`src/rtl/vga_char_sink.sv`:
```
`default_nettype none
// ============================================================================
// Module   : vga_char_sink
// Purpose  : Receiving end of the CPU character-output interface. Each rising
//            edge of videoflag captures a (position, character) pair into a
//            small FIFO. The FIFO is then drained into the character video-RAM
//            write port under a ready handshake. This decouples CPU OUTCHAR
//            timing from video-RAM availability.
// Ports    : wire_clock   - system clock, posedge
//            wire_reset   - asynchronous active-low reset
//            videoflag    - CPU write strobe (rising edge = new character)
//            bus_vga_pos  - cell index, sampled on the capture edge
//            bus_vga_char - character/colour word, sampled on the capture edge
//            vram_addr    - video RAM write address
//            vram_data    - video RAM write data
//            vram_we      - write request, held until accepted
//            vram_ready   - RAM accepts when vram_we & vram_ready at posedge
//            busy         - FIFO non-empty or write in flight
//            overflow     - sticky, a valid capture was lost to a full FIFO
//            drop_count   - saturating count of out-of-range positions
//            clear_status - synchronous clear of overflow and drop_count
// Revision : 1.0 - initial release
// ============================================================================
module vga_char_sink #(
    parameter int DEPTH        = 8,
    parameter int SCREEN_CELLS = 1200,
    parameter int ADDR_W       = 11
) (
    input  logic              wire_clock,
    input  logic              wire_reset,
    input  logic              videoflag,
    input  logic [15:0]       bus_vga_pos,
    input  logic [15:0]       bus_vga_char,
    output logic [ADDR_W-1:0] vram_addr,
    output logic [15:0]       vram_data,
    output logic              vram_we,
    input  logic              vram_ready,
    output logic              busy,
    output logic              overflow,
    output logic [7:0]        drop_count,
    input  logic              clear_status
);

    localparam int PTR_W = $clog2(DEPTH);
    localparam int CNT_W = PTR_W + 1;
    localparam int ENT_W = ADDR_W + 16;

    localparam logic [15:0]      c_screen_cells = 16'(SCREEN_CELLS);
    localparam logic [CNT_W-1:0] c_depth        = CNT_W'(DEPTH);

    typedef enum logic [0:0] {
        ST_IDLE  = 1'b0,
        ST_WRITE = 1'b1
    } state_t;

    // ------------------------------------------------------------------
    // Capture edge detect
    // ------------------------------------------------------------------
    logic r_flag_q;
    logic w_capture;
    logic w_pos_valid;
    logic w_full;
    logic w_not_empty;
    logic w_push;
    logic w_drop_event;
    logic w_ovf_event;

    // r_flag_q resets high so a strobe already asserted when reset is
    // released is ignored until it falls and rises again.
    always_ff @(posedge wire_clock or negedge wire_reset) begin
        if (!wire_reset) begin
            r_flag_q <= 1'b1;
        end else begin
            r_flag_q <= videoflag;
        end
    end

    assign w_capture    = videoflag & ~r_flag_q;
    assign w_pos_valid  = (bus_vga_pos < c_screen_cells);
    assign w_drop_event = w_capture & ~w_pos_valid;
    // Full is the pre-edge occupancy, so a pop on the same edge does not
    // make room for this push.
    assign w_push       = w_capture & w_pos_valid & ~w_full;
    assign w_ovf_event  = w_capture & w_pos_valid & w_full;

    // ------------------------------------------------------------------
    // FIFO storage
    // ------------------------------------------------------------------
    logic [ENT_W-1:0] r_mem [DEPTH];
    logic [PTR_W-1:0] r_wr_ptr;
    logic [PTR_W-1:0] r_rd_ptr;
    logic [CNT_W-1:0] r_count;
    logic [ENT_W-1:0] w_head;
    logic             w_pop;

    assign w_full      = (r_count == c_depth);
    assign w_not_empty = (r_count != '0);
    assign w_head      = r_mem[r_rd_ptr];

    // Storage needs no reset: contents are only visible through r_count.
    always_ff @(posedge wire_clock) begin
        if (w_push) begin
            r_mem[r_wr_ptr] <= {bus_vga_pos[ADDR_W-1:0], bus_vga_char};
        end
    end

    // Pointers wrap naturally because DEPTH is a power of two.
    always_ff @(posedge wire_clock or negedge wire_reset) begin
        if (!wire_reset) begin
            r_wr_ptr <= '0;
            r_rd_ptr <= '0;
            r_count  <= '0;
        end else begin
            if (w_push) begin
                r_wr_ptr <= r_wr_ptr + 1'b1;
            end
            if (w_pop) begin
                r_rd_ptr <= r_rd_ptr + 1'b1;
            end
            case ({w_push, w_pop})
                2'b10:   r_count <= r_count + 1'b1;
                2'b01:   r_count <= r_count - 1'b1;
                default: r_count <= r_count;
            endcase
        end
    end

    // ------------------------------------------------------------------
    // Write FSM
    // ------------------------------------------------------------------
    state_t r_state;
    state_t w_state_next;
    logic   r_vram_we;
    logic   w_we_next;
    logic   w_load;
    logic [ADDR_W-1:0] r_vram_addr;
    logic [15:0]       r_vram_data;

    always_ff @(posedge wire_clock or negedge wire_reset) begin
        if (!wire_reset) begin
            r_state     <= ST_IDLE;
            r_vram_we   <= 1'b0;
            r_vram_addr <= '0;
            r_vram_data <= '0;
        end else begin
            r_state   <= w_state_next;
            r_vram_we <= w_we_next;
            if (w_load) begin
                r_vram_addr <= w_head[ENT_W-1:16];
                r_vram_data <= w_head[15:0];
            end
        end
    end

    always_comb begin
        w_state_next = r_state;
        w_we_next    = r_vram_we;
        w_pop        = 1'b0;
        w_load       = 1'b0;
        case (r_state)
            ST_IDLE: begin
                if (w_not_empty) begin
                    w_pop        = 1'b1;
                    w_load       = 1'b1;
                    w_we_next    = 1'b1;
                    w_state_next = ST_WRITE;
                end
            end
            ST_WRITE: begin
                // Address/data/we hold while the RAM stalls; on acceptance
                // chain straight into the next entry for back-to-back writes.
                if (vram_ready) begin
                    if (w_not_empty) begin
                        w_pop     = 1'b1;
                        w_load    = 1'b1;
                        w_we_next = 1'b1;
                    end else begin
                        w_we_next    = 1'b0;
                        w_state_next = ST_IDLE;
                    end
                end
            end
            default: begin
                w_we_next    = 1'b0;
                w_state_next = ST_IDLE;
            end
        endcase
    end

    // ------------------------------------------------------------------
    // Status
    // ------------------------------------------------------------------
    logic       r_overflow;
    logic [7:0] r_drop_count;

    // A same-edge event beats clear_status: the clear takes effect first and
    // the event is then applied on top of the cleared value.
    always_ff @(posedge wire_clock or negedge wire_reset) begin
        if (!wire_reset) begin
            r_overflow   <= 1'b0;
            r_drop_count <= '0;
        end else begin
            if (clear_status) begin
                r_overflow <= w_ovf_event;
            end else if (w_ovf_event) begin
                r_overflow <= 1'b1;
            end

            if (clear_status) begin
                r_drop_count <= w_drop_event ? 8'd1 : 8'd0;
            end else if (w_drop_event && (r_drop_count != 8'hFF)) begin
                r_drop_count <= r_drop_count + 8'd1;
            end
        end
    end

    assign vram_addr  = r_vram_addr;
    assign vram_data  = r_vram_data;
    assign vram_we    = r_vram_we;
    assign busy       = (r_state == ST_WRITE) | w_not_empty;
    assign overflow   = r_overflow;
    assign drop_count = r_drop_count;

endmodule
`default_nettype wire

```
`config.mk`:
```
export PLATFORM = sky130hd
export DESIGN_NAME = vga_char_sink
export DESIGN_NICKNAME = d
export VERILOG_FILES = /design/src/rtl/vga_char_sink.sv
export SDC_FILE = /design/constraint.sdc
export NUM_CORES = 1
export LEC_CHECK = 0
export CAP_MARGIN = 30
export CELL_PAD_IN_SITES_DETAIL_PLACEMENT = 0
export CELL_PAD_IN_SITES_GLOBAL_PLACEMENT = 1
export CORE_MARGIN = 1.5
export CORE_UTILIZATION = 51
export CTS_CLUSTER_DIAMETER = 120
export CTS_CLUSTER_SIZE = 30
export DETAILED_ROUTE_END_ITERATION = 10
export PLACE_DENSITY_LB_ADDON = 0.2
export SLEW_MARGIN = 0
export SYNTH_ARGS = -nofsm -noshare
export SYNTH_HDL_FRONTEND = slang
export SYNTH_SLANG_ARGS = --single-unit
```
`constraint.sdc`:
```
create_clock -name wire_clock -period 4 [get_ports wire_clock]
set_input_delay 0.6 -clock wire_clock [delete_from_list [all_inputs] [get_ports wire_clock]]
set_output_delay 0.6 -clock wire_clock [all_outputs]
set_load 0.05 [all_outputs]
```
==> results of run 1 <==
-- per-stage QoR --
step	utilization	total power, mW
final	0.6035	7.093
after detailed placement	0.5854	5.807
after global placement	0.5844	5.752
after global routing	0.6035	7.429
after CTS	0.6035	7.180
after floorplan	-	5.112
-- final cells by class --
type / instances / area (µm²) / share of cell area
flip-flops and latches: 265 / 7720 / 0.6509
multi-input cells: 236 / 2489 / 0.2098
repair buffers: 95 / 943.4 / 0.07954
clock buffers: 19 / 347.8 / 0.02933
well taps: 265 / 331.6 / 0.02796
inverters: 6 / 22.52 / 0.001899
clock inverters: 1 / 6.256 / 0.0005275
-- power breakdown --
part           switching [mW]  leakage [nW]  internal (mW)  total [mW]
clock                   0.773         0.172          0.613        1.39
combinational            1.19          1.30           1.05        2.24
sequential              0.301          2.51           3.17        3.47
total                    2.26          3.99           4.83        7.09
-- cell usage after synthesis (all sizes together) (2+ instances only) --
cell,instances,share of area
nor3,3,0.0019
dfrtp,48,0.12
nand4,3,0.0018
a21oi,36,0.018
nand3,2,0.00097
nor2b,3,0.0026
nand2b,6,0.0044
mux2i,29,0.028
xnor2,2,0.0017
mux2,5,0.0058
nand2,11,0.0040
nor2,49,0.019
clkbuf,9,0.0034
buf,12,0.0058
inv,6,0.0022
ha,6,0.0073
mux4,54,0.12
a31o,3,0.0026
o21ai,5,0.0028
edfxtp,216,0.63
xor2,6,0.0051
-- registers in the layout (all words and copies together) (netlist names), 3 cells and up --
register and flops:
drop_count 8, r_count 4, r_mem 216, r_rd_ptr 3, r_wr_ptr 3, vram_addr 11
vram_data 16
-- how the worst max path moves through the flow --
stage | cells past startpoint | slack (ns) | end | start
2_1_floorplan | 5 | 0.05 | r_mem[0][0] | bus_vga_pos[14]
3_3_place_gp | 11 | 0.59 | r_count[2] | bus_vga_pos[7]
3_5_place_dp | 11 | 0.55 | r_count[2] | bus_vga_pos[7]
4_1_cts | 3 | 1.01 | busy | r_count[0]
5_1_grt | 11 | 0.80 | r_count[2] | bus_vga_pos[7]
6_report | 11 | 1.04 | r_count[2] | bus_vga_pos[7]
-- worst max-delay path, delay by kind of cell --
family | cells | cell delay (ns)
buffers and inverters | 1 | 0.56
XOR/XNOR | 3 | 0.47
AO/OA/AOI/OAI | 3 | 0.89
AND/OR/NAND/NOR | 2 | 0.30
adder cells (fa/ha/maj) | 2 | 0.51
-- cells by family (layout without fill, tap and decap cells) --
family	Yosys count	count (layout)	synth area share
buffers and inverters	28	121	0.01228
flip-flops	265	265	0.7495
multiplexers	88	88	0.1522
AO/OA/AOI/OAI	49	49	0.02821
XOR/XNOR	8	8	0.006809
adder cells (fa/ha/maj)	6	6	0.007295
AND/OR/NAND/NOR	85	85	0.04365
-- per-layer routing --
| layer | up-vias | track usage | share of wire |
|---|---|---|---|
| li1 | 2250 | - | - |
| met1 | 2612 | 0.2653 | 0.46 |
| met2 | 104 | 0.3022 | 0.49 |
| met3 | 16 | 0.02484 | 0.042 |
| met4 | 0 | 0.03265 | 0.010 |
| met5 | - | 0 | 0 |
==> summary.txt, run 1 <==
Status
  – Status: finished, final reports clean

Clock tree
  – Cts repair resizes: 0
  – Bufs on Longest Clock Path: 3
  – H-tree lvl count: 1
  – Cts hold-fix bufs: 0
  – CTS Buf Count: 12
  – Clk pin slew, worst setup/hold paths: 0.11 ns
  – Setup bufs post-CTS: 0
  – Clk sinks: 265
  – Root buf cell: clkbuf_16
  – Clock latency on the worst-skew pair: 0.48 ns
  – CTS tree: yes

Placed design
  – Cells after DPL: 867
  – Pre-CTS setup slack: 0.5507 ns
  – Port bufs: 74
  – DPL Wire Length: 11.61 mm
  – Area after DPL: 0.01151 mm²
  – GP Congestion: 0.7546

Timing
  – Setup_tns: 0 ns
  – Worst hold slack: 0.1023 ns
  – Final Cycle Share: 0.7401
  – Relative slew slack: 0.4669
  – Minimum clock period: 2.960 ns
  – Achievable Freq: 337.8 MHz
  – Min setup slack post-route: 1.040 ns
  – Slew Limit Fails: 0
  – Final Hold Vio Count: 0
  – Unrepaired setup endpoints after global routing: no
  – Setup violators final: 0
  – Worst Max-Slew Pin Slew: 0.7996 ns
  – Skew final: 0.01678 ns

Synthesis
  – Post-Syn Area: 0.01029 mm²
  – Ys Warns: 0
  – Syn Nets: 572
  – Synth async-reset ratio: 0.1849
  – Synthesized area per cell: 19.45 µm²
  – Yosys reg bits: 265
  – Seq/Total Area, Yosys: 0.7495
  – Synth Flop Type: edfxtp_1
  – Number of flops mapped to enable cells by yosys: 216
  – Cell variety after synth: 45
  – Mapped Cells: 529

Final layout
  – ANT cells: 0
  – Layout Nets: 659
  – Fillers: 1480
  – Finished Cell Area: 0.01186 mm²
  – Layout cell share with drive strength beyond 1: 0.1961
  – Most frequent cells in the layout: edfxtp_1, clkdlybuf4s50_1, mux4_2
  – Post-route insts no fill: 887
  – Most common cell after layout, fill and taps aside: edfxtp_1
  – P&R area growth vs syn: 15.25%

Power and ir drop
  – Power per cell area: 598.1 mW/mm²
  – Leak pwr: 3.986 nW
  – Worst VDD drop: 0.3419 mV

Setup path
  – Reg2reg setup slack: 1.43 ns
  – Crit path arrival time: 3.33 ns
  – Worst R2R End: r_count[2]
  – Crit path cell chain: clkdlybuf4s50_1 -> a211o_1 -> o21ai_2 -> nand4b_4 -> ha_1 -> xor2_1 -> ha_1 -> a21oi_1 -> xor2_1 -> nor2_1 -> xor2_1
  – Reg-to-Reg Start: r_count[0]
  – Slowest CP cell: clkdlybuf4s50_1
  – CP peak stage delay: 0.56 ns
  – Critical Path Most Common Cell: xor2_1
  – Startpoint types: primary input
  – CP Capture Type: flip-flop
  – CP max FO: 10
  – Worst Path Required: 4.37 ns
  – Register-to-Register Path Depth: 10
  – Critical setup path kind: in -> reg

Run
  – Max Cap Violations: 0

Global routing
  – Total Routing Usage GR: 0.1824
  – Grt ovf: 0
  – Pin count of the biggest net entering global routing: 39
  – Vias in the first global route: 5282
  – Initial antenna violation count: 0
  – First-pass GRT wire length: 29.94 mm

Route
  – DRT Pass-1 Iters: 4
  – DR WL/cell: 21.06 µm
  – Final ANT Viol Nets: 0
  – DR iter-0 viols: 289
  – Routed WL: 18.68 mm
  – Mean number of vias per cell: 5.617
  – Via count: 4982
  – # DRC: 0

Floorplanning
  – Row cnt: 51
  – Initial Util: 0.5236
  – IO Pins: 75
  – Core Box Area: 0.01965 mm²
  – Die Ht: 145.1 µm
  – Die area: 0.02104 mm²
  – Width of the chip: 145.1 µm

Min path
  – Hold WC Path Type: in -> async
(Power assumes the default switching activity.)
==> inputs of run 2 (changes only) <==
- clock period: 4 -> 2.8 ns (I/O delays scaled with it)
==> summary.txt, run 2 (synthesized netlist as in run 1, its figures left out) <==
Status
  – Status: finished, final reports clean (unchanged)

Floorplanning
  – Row cnt: 51 (unchanged)
  – Die Ht: 145.1 µm (unchanged)
  – Initial Util: 0.5236 (unchanged)
  – Core Box Area: 0.01965 mm² (unchanged)
  – IO Pins: 75 (unchanged)
  – Die area: 0.02104 mm² (unchanged)
  – Width of the chip: 145.1 µm (unchanged)

Route
  – Via count: 5005 (was 4982)
  – # DRC: 0 (unchanged)
  – DR WL/cell: 20.91 µm (was 21.06 µm)
  – Mean number of vias per cell: 5.524 (was 5.617)
  – Final ANT Viol Nets: 0 (unchanged)
  – DR iter-0 viols: 357 (was 289)
  – DRT Pass-1 Iters: 4 (unchanged)
  – Routed WL: 18.94 mm (was 18.68 mm)

Power and ir drop
  – Register share of total power: 0.477 (was 0.490)
  – Clk pwr share: 0.195 (about the same)
  – Net Sw Power: 3.283 mW (was 2.262 mW)
  – Sw frac: 0.3204 (was 0.3188)
  – Leak pwr: 4.091 nW (was 3.986 nW)
  – Power per cell area: 846.2 mW/mm² (was 598.1 mW/mm²)
  – Worst VDD drop: 0.7191 mV (was 0.3419 mV)
  – Comb power frac: 0.327 (was 0.315)
  – Pint: 6.963 mW (was 4.832 mW)
  – Overall Power: 10.25 mW (was 7.093 mW)

Timing
  – Unrepaired setup endpoints after global routing: no (unchanged)
  – Worst Max-Slew Pin Slew: 0.5193 ns (was 0.7996 ns)
  – Final Cycle Share: 0.9425
  – Relative slew slack: 0.6527 (was 0.4669)
  – Setup violators final: 0 (unchanged)
  – Minimum clock period: 2.639 ns
  – Final Hold Vio Count: 0 (unchanged)
  – Slew Limit Fails: 0 (unchanged)
  – Skew final: 0.01058 ns (was 0.01678 ns)
  – Achievable Freq: 378.9 MHz

Clock tree
  – Clock latency on the worst-skew pair: 0.48 ns (about the same)
  – Setup bufs post-CTS: 0 (unchanged)
  – Root buf cell: clkbuf_16 (unchanged)
  – Clk pin slew, worst setup/hold paths: 0.12 ns (was 0.11 ns)
  – Bufs on Longest Clock Path: 3 (unchanged)
  – Clk sinks: 265 (unchanged)
  – H-tree lvl count: 1 (unchanged)
  – CTS tree: yes (unchanged)
  – CTS Buf Count: 12 (unchanged)

Global routing
  – Pin count of the biggest net entering global routing: 45 (was 39)
  – First-pass GRT wire length: 30.79 mm (was 29.94 mm)
  – Vias in the first global route: 5451 (was 5282)
  – Initial antenna violation count: 0 (unchanged)
  – Grt ovf: 0 (unchanged)
  – Total Routing Usage GR: 0.1884 (was 0.1824)

Setup path
  – Reg2reg setup slack: 0.62 ns (was 1.43 ns)
  – Startpoint types: flip-flop (was primary input)
  – Register-to-Register Path Depth: 9 (was 10)
  – Crit path cell chain: nor4_4 -> nand2_1 -> clkdlybuf4s50_1 (was clkdlybuf4s50_1 -> a211o_1 -> o21ai_2 -> nand4b_4 -> ha_1 -> xor2_1 -> ha_1 -> a21oi_1 -> xor2_1 -> nor2_1 -> xor2_1)
  – CP peak stage delay: 0.71 ns (was 0.56 ns)
  – CP Capture Type: output port (was flip-flop)
  – Worst R2R End: r_count[2] (unchanged)
  – Critical setup path kind: reg -> out (was in -> reg)
  – Worst Path Required: 2.38 ns (was 4.37 ns)
  – Crit path arrival time: 2.22 ns (was 3.33 ns)
  – Slowest CP cell: clkdlybuf4s50_1 (unchanged)
  – CP max FO: 6 (was 10)
  – Reg-to-Reg Start: r_count[1] (was r_count[0])

Final layout
  – Util after Layout: 0.6161 (was 0.6035)
  – Layout cell share with drive strength beyond 1: 0.2184 (was 0.1961)
  – Largest Register: r_mem (unchanged)
  – P&R area growth vs syn: 17.67% (was 15.25%)
  – ANT cells: 0 (unchanged)
  – Post-route insts no fill: 906 (was 887)
  – Fillers: 1412 (was 1480)
  – Layout Nets: 678 (was 659)
  – Most common cell after layout, fill and taps aside: edfxtp_1 (unchanged)
  – Most frequent cells in the layout: edfxtp_1, clkdlybuf4s50_1, mux4_2 (unchanged)
  – Number of flip-flops in the largest register: 216 (unchanged)

Min path
  – Hold_sp: videoflag
  – Hold depth: 1
  – Hold WC Path Type: in -> reg (was in -> async)
  – Worst Hold End: r_flag_q

Placed design
  – DPL Wire Length: 12.21 mm (was 11.61 mm)
  – Cells after DPL: 885 (was 867)
  – GP Congestion: 0.7590 (was 0.7546)
  – Port bufs: 74 (unchanged)

Run
  – Max Cap Violations: 0 (unchanged)
-- run 2: repair_timing --
action / in CTS / in global routing
hold buffers: 1 / 0
setup endpoints to repair: 1 / 0
gates resized for setup: 1 / 0
hold endpoints to repair: 13 / 0
-- run 2: worst max path at each step --
| stage | startpoint | to | cells past startpoint |
|---|---|---|---|
| floorplan | bus_vga_pos[14] | r_mem[7][0] | 5 |
| finish | r_count[1] | busy | 3 |
| global placement | bus_vga_pos[14] | r_count[2] | 11 |
| CTS | r_count[1] | busy | 3 |
| global route | r_count[1] | busy | 3 |
| detailed placement | bus_vga_pos[14] | r_count[2] | 11 |
-- run 2: area by class of cell --
cell class,count,area (µm²),area share
well taps,265,331.6,0.02738
repair buffers,114,1176,0.09713
flip-flops and latches,265,7720,0.6375
clock inverters,1,7.507,0.0006200
inverters,6,22.52,0.001860
multi-input cells,236,2504,0.2068
clock buffers,19,347.8,0.02873
-- run 2: metal layers --
layer | track usage | vias to the layer above | share of wire
met5 | 0 | - | 0
met4 | 0.03724 | 0 | 0.012
met3 | 0.02170 | 17 | 0.050
met2 | 0.3167 | 129 | 0.50
met1 | 0.2712 | 2566 | 0.44
li1 | - | 2293 | -
-- run 2: power groups by stage --
| stage | logic [mW] | clock network, mW | registers [mW] |
|---|---|---|---|
| floorplan | 1.83 | 0 | 5.48 |
| global placement | 3.36 | 0 | 4.97 |
| detailed placement | 3.40 | 0 | 4.98 |
| CTS | 3.42 | 2.06 | 4.90 |
| global route | 3.61 | 2.19 | 4.95 |
| finish | 3.36 | 2.00 | 4.89 |
-- run 2: critical path: cells and delay by family, from the launching register on --
kind / cells / cell delay [ns]
buffers and inverters: 1 / 0.71
and+or+nand+nor: 2 / 0.55
DFF: 1 / 0.48
-- run 2: through the flow --
| step | TNS (ns) | setup slack [ns] | cell area [µm²] | hold slack, ns |
|---|---|---|---|---|
| after floorplan | -55.09 | -0.3275 | 10300 | 0.1244 |
| after global placement | -0.03943 | -0.03943 | 11740 | 0.3660 |
| after detailed placement | -0.1269 | -0.02290 | 11740 | 0.3711 |
| after CTS | 0 | 0.1206 | 12110 | 0.3377 |
| after global routing | 0 | 0.04831 | 12110 | 0.3494 |
| final | 0 | 0.1609 | 12110 | 0.3518 |
==> inputs of run 3 (changes only) <==
- PLACE_DENSITY_LB_ADDON: 0.2 -> 0.1
==> summary.txt, run 3 (synthesized netlist as in run 1, its figures left out) <==
Clock tree
  – Clk pin slew, worst setup/hold paths: 0.11 ns (was 0.12 ns)
  – Bufs on Longest Clock Path: 3 (unchanged)
  – Clk sinks: 265 (unchanged)
  – CTS Buf Count: 12 (unchanged)
  – Root buf cell: clkbuf_16 (unchanged)
  – CTS tree: yes (unchanged)
  – Clock latency on the worst-skew pair: 0.48 ns (about the same)
  – H-tree lvl count: 1 (unchanged)

Global routing
  – First-pass GRT wire length: 30.10 mm (was 30.79 mm)
  – Pin count of the biggest net entering global routing: 34 (was 45)
  – Grt ovf: 0 (unchanged)
  – Total Routing Usage GR: 0.1860 (was 0.1884)
  – Vias in the first global route: 5200 (was 5451)
  – Initial antenna violation count: 0 (unchanged)

Setup path
  – Slowest CP cell: clkdlybuf4s50_1 (unchanged)
  – CP peak stage delay: 0.70 ns (was 0.71 ns)
  – Crit path cell chain: nor4_4 -> nand2_1 -> clkdlybuf4s50_1 (unchanged)
  – Reg2reg setup slack: 0.61 ns (was 0.62 ns)
  – Cell family with most CP delay: buffers and inverters (unchanged)
  – Number of buffers and inverters on the critical path: 1 (unchanged)
  – Critical setup path kind: reg -> out (unchanged)
  – Worst Path Required: 2.38 ns (about the same)
  – CP max FO: 7 (was 6)
  – Startpoint types: flip-flop (unchanged)
  – Crit path arrival time: 2.21 ns (was 2.22 ns)
  – CP Capture Type: output port (unchanged)

Placed design
  – GP Congestion: 0.7557 (was 0.7590)
  – Port bufs: 74 (unchanged)
  – Cells after DPL: 887 (was 885)
  – DPL Wire Length: 12.20 mm (was 12.21 mm)

Final layout
  – Most common cell after layout, fill and taps aside: edfxtp_1 (unchanged)
  – P&R area growth vs syn: 17.31% (was 17.67%)
  – Fillers: 1451 (was 1412)
  – Largest Register: r_mem (unchanged)
  – ANT cells: 0 (unchanged)
  – Post-route insts no fill: 908 (was 906)
  – Layout Nets: 680 (was 678)
  – Number of flip-flops in the largest register: 216 (unchanged)
  – Most frequent cells in the layout: edfxtp_1, clkdlybuf4s50_1, mux4_2 (unchanged)
  – Layout cell share with drive strength beyond 1: 0.2208 (was 0.2184)

Timing
  – Final Hold Vio Count: 0 (unchanged)
  – Minimum clock period: 2.633 ns (was 2.639 ns)
  – Skew final: 0.01548 ns (was 0.01058 ns)
  – Final Cycle Share: 0.9404 (was 0.9425)
  – Slew Limit Fails: 0 (unchanged)
  – Worst Max-Slew Pin Slew: 0.6323 ns (was 0.5193 ns)
  – Unrepaired setup endpoints after global routing: no (unchanged)
  – Setup_tns: 0 ns (unchanged)
  – Relative slew slack: 0.5785 (was 0.6527)
  – Setup violators final: 0 (unchanged)
  – Achievable Freq: 379.8 MHz (was 378.9 MHz)

Min path
  – Hold WC Path Type: in -> reg (unchanged)

Floorplanning
  – Width of the chip: 145.1 µm (unchanged)
  – Core Box Area: 0.01965 mm² (unchanged)
  – Die Ht: 145.1 µm (unchanged)
  – Die area: 0.02104 mm² (unchanged)
  – Initial Util: 0.5236 (unchanged)
  – Row cnt: 51 (unchanged)
  – IO Pins: 75 (unchanged)

Route
  – Final ANT Viol Nets: 0 (unchanged)
  – DR WL/cell: 20.74 µm (was 20.91 µm)
  – DR iter-0 viols: 375 (was 357)
  – DRT Pass-1 Iters: 4 (unchanged)
  – # DRC: 0 (unchanged)
  – Routed WL: 18.83 mm (was 18.94 mm)
  – Mean number of vias per cell: 5.490 (was 5.524)
  – Via count: 4985 (was 5005)

Power and ir drop
  – Leak pwr: 4.096 nW (was 4.091 nW)
  – Power per cell area: 845.8 mW/mm² (was 846.2 mW/mm²)
  – Worst VDD drop: 0.5554 mV (was 0.7191 mV)

Run
  – Max Cap Violations: 0 (unchanged)

Status
  – Status: finished, final reports clean (unchanged)
run 3: final timing paths:
path | to | depth (start not counted) | startpoint
max | busy | 3 | r_count[0]
min | r_flag_q | 1 | videoflag
max reg2reg | r_count[2] | 9 | r_count[0]
min reg2reg | r_wr_ptr[0] | 2 | r_wr_ptr[0]
max in group asynchronous | vram_addr[9] | 3 | wire_reset
min in group asynchronous | drop_count[0] | 2 | wire_reset
run 3: final cells by class:
| cell class | instances | area (µm²) | share of cell area |
|---|---|---|---|
| clock buffers | 19 | 347.8 | 0.02881 |
| clock inverters | 1 | 6.256 | 0.0005182 |
| inverters | 6 | 22.52 | 0.001865 |
| multi-input cells | 236 | 2504 | 0.2074 |
| flip-flops and latches | 265 | 7720 | 0.6394 |
| well taps | 265 | 331.6 | 0.02746 |
| repair buffers | 116 | 1141 | 0.09452 |
run 3: metal layers:
metal | GRT usage | part of all wire | vias to the layer above | wire (µm)
met5 | 0 | 0 | - | 0
met4 | 0.03367 | 0.010 | 0 | 193
met3 | 0.02044 | 0.039 | 17 | 739
met2 | 0.3108 | 0.50 | 108 | 9425
met1 | 0.2712 | 0.45 | 2561 | 8474
li1 | - | - | 2299 | -
run 3: where the power goes:
group          internal, mW  leakage (nW)  switching [mW]  total (mW)
clock                 0.875         0.172            1.10        1.97
combinational          1.56          1.41            1.77        3.33
sequential             4.53          2.51           0.377        4.91
total                  6.97          4.10            3.24        10.2
run 3: timing repair:
item                       4_1_cts  5_1_grt
setup endpoints to repair        1        0
hold endpoints to repair        18        0
setup buffers                    0        0
resized for setup                1        0
hold buffers                     1        0
run 3: through the flow:
stage	cell area, µm²	power (mW)	setup slack [ns]	util	hold WS (ns)
floorplan	10300	7.303	-0.3275	-	0.1244
global placement	11700	8.341	-0.02723	0.5953	0.4039
detailed placement	11700	8.382	-0.05817	0.5953	0.4052
CTS	12070	10.36	0.1293	0.6143	0.3594
global route	12070	10.72	0.07203	0.6143	0.3770
finish	12070	10.21	0.1667	0.6143	0.3721
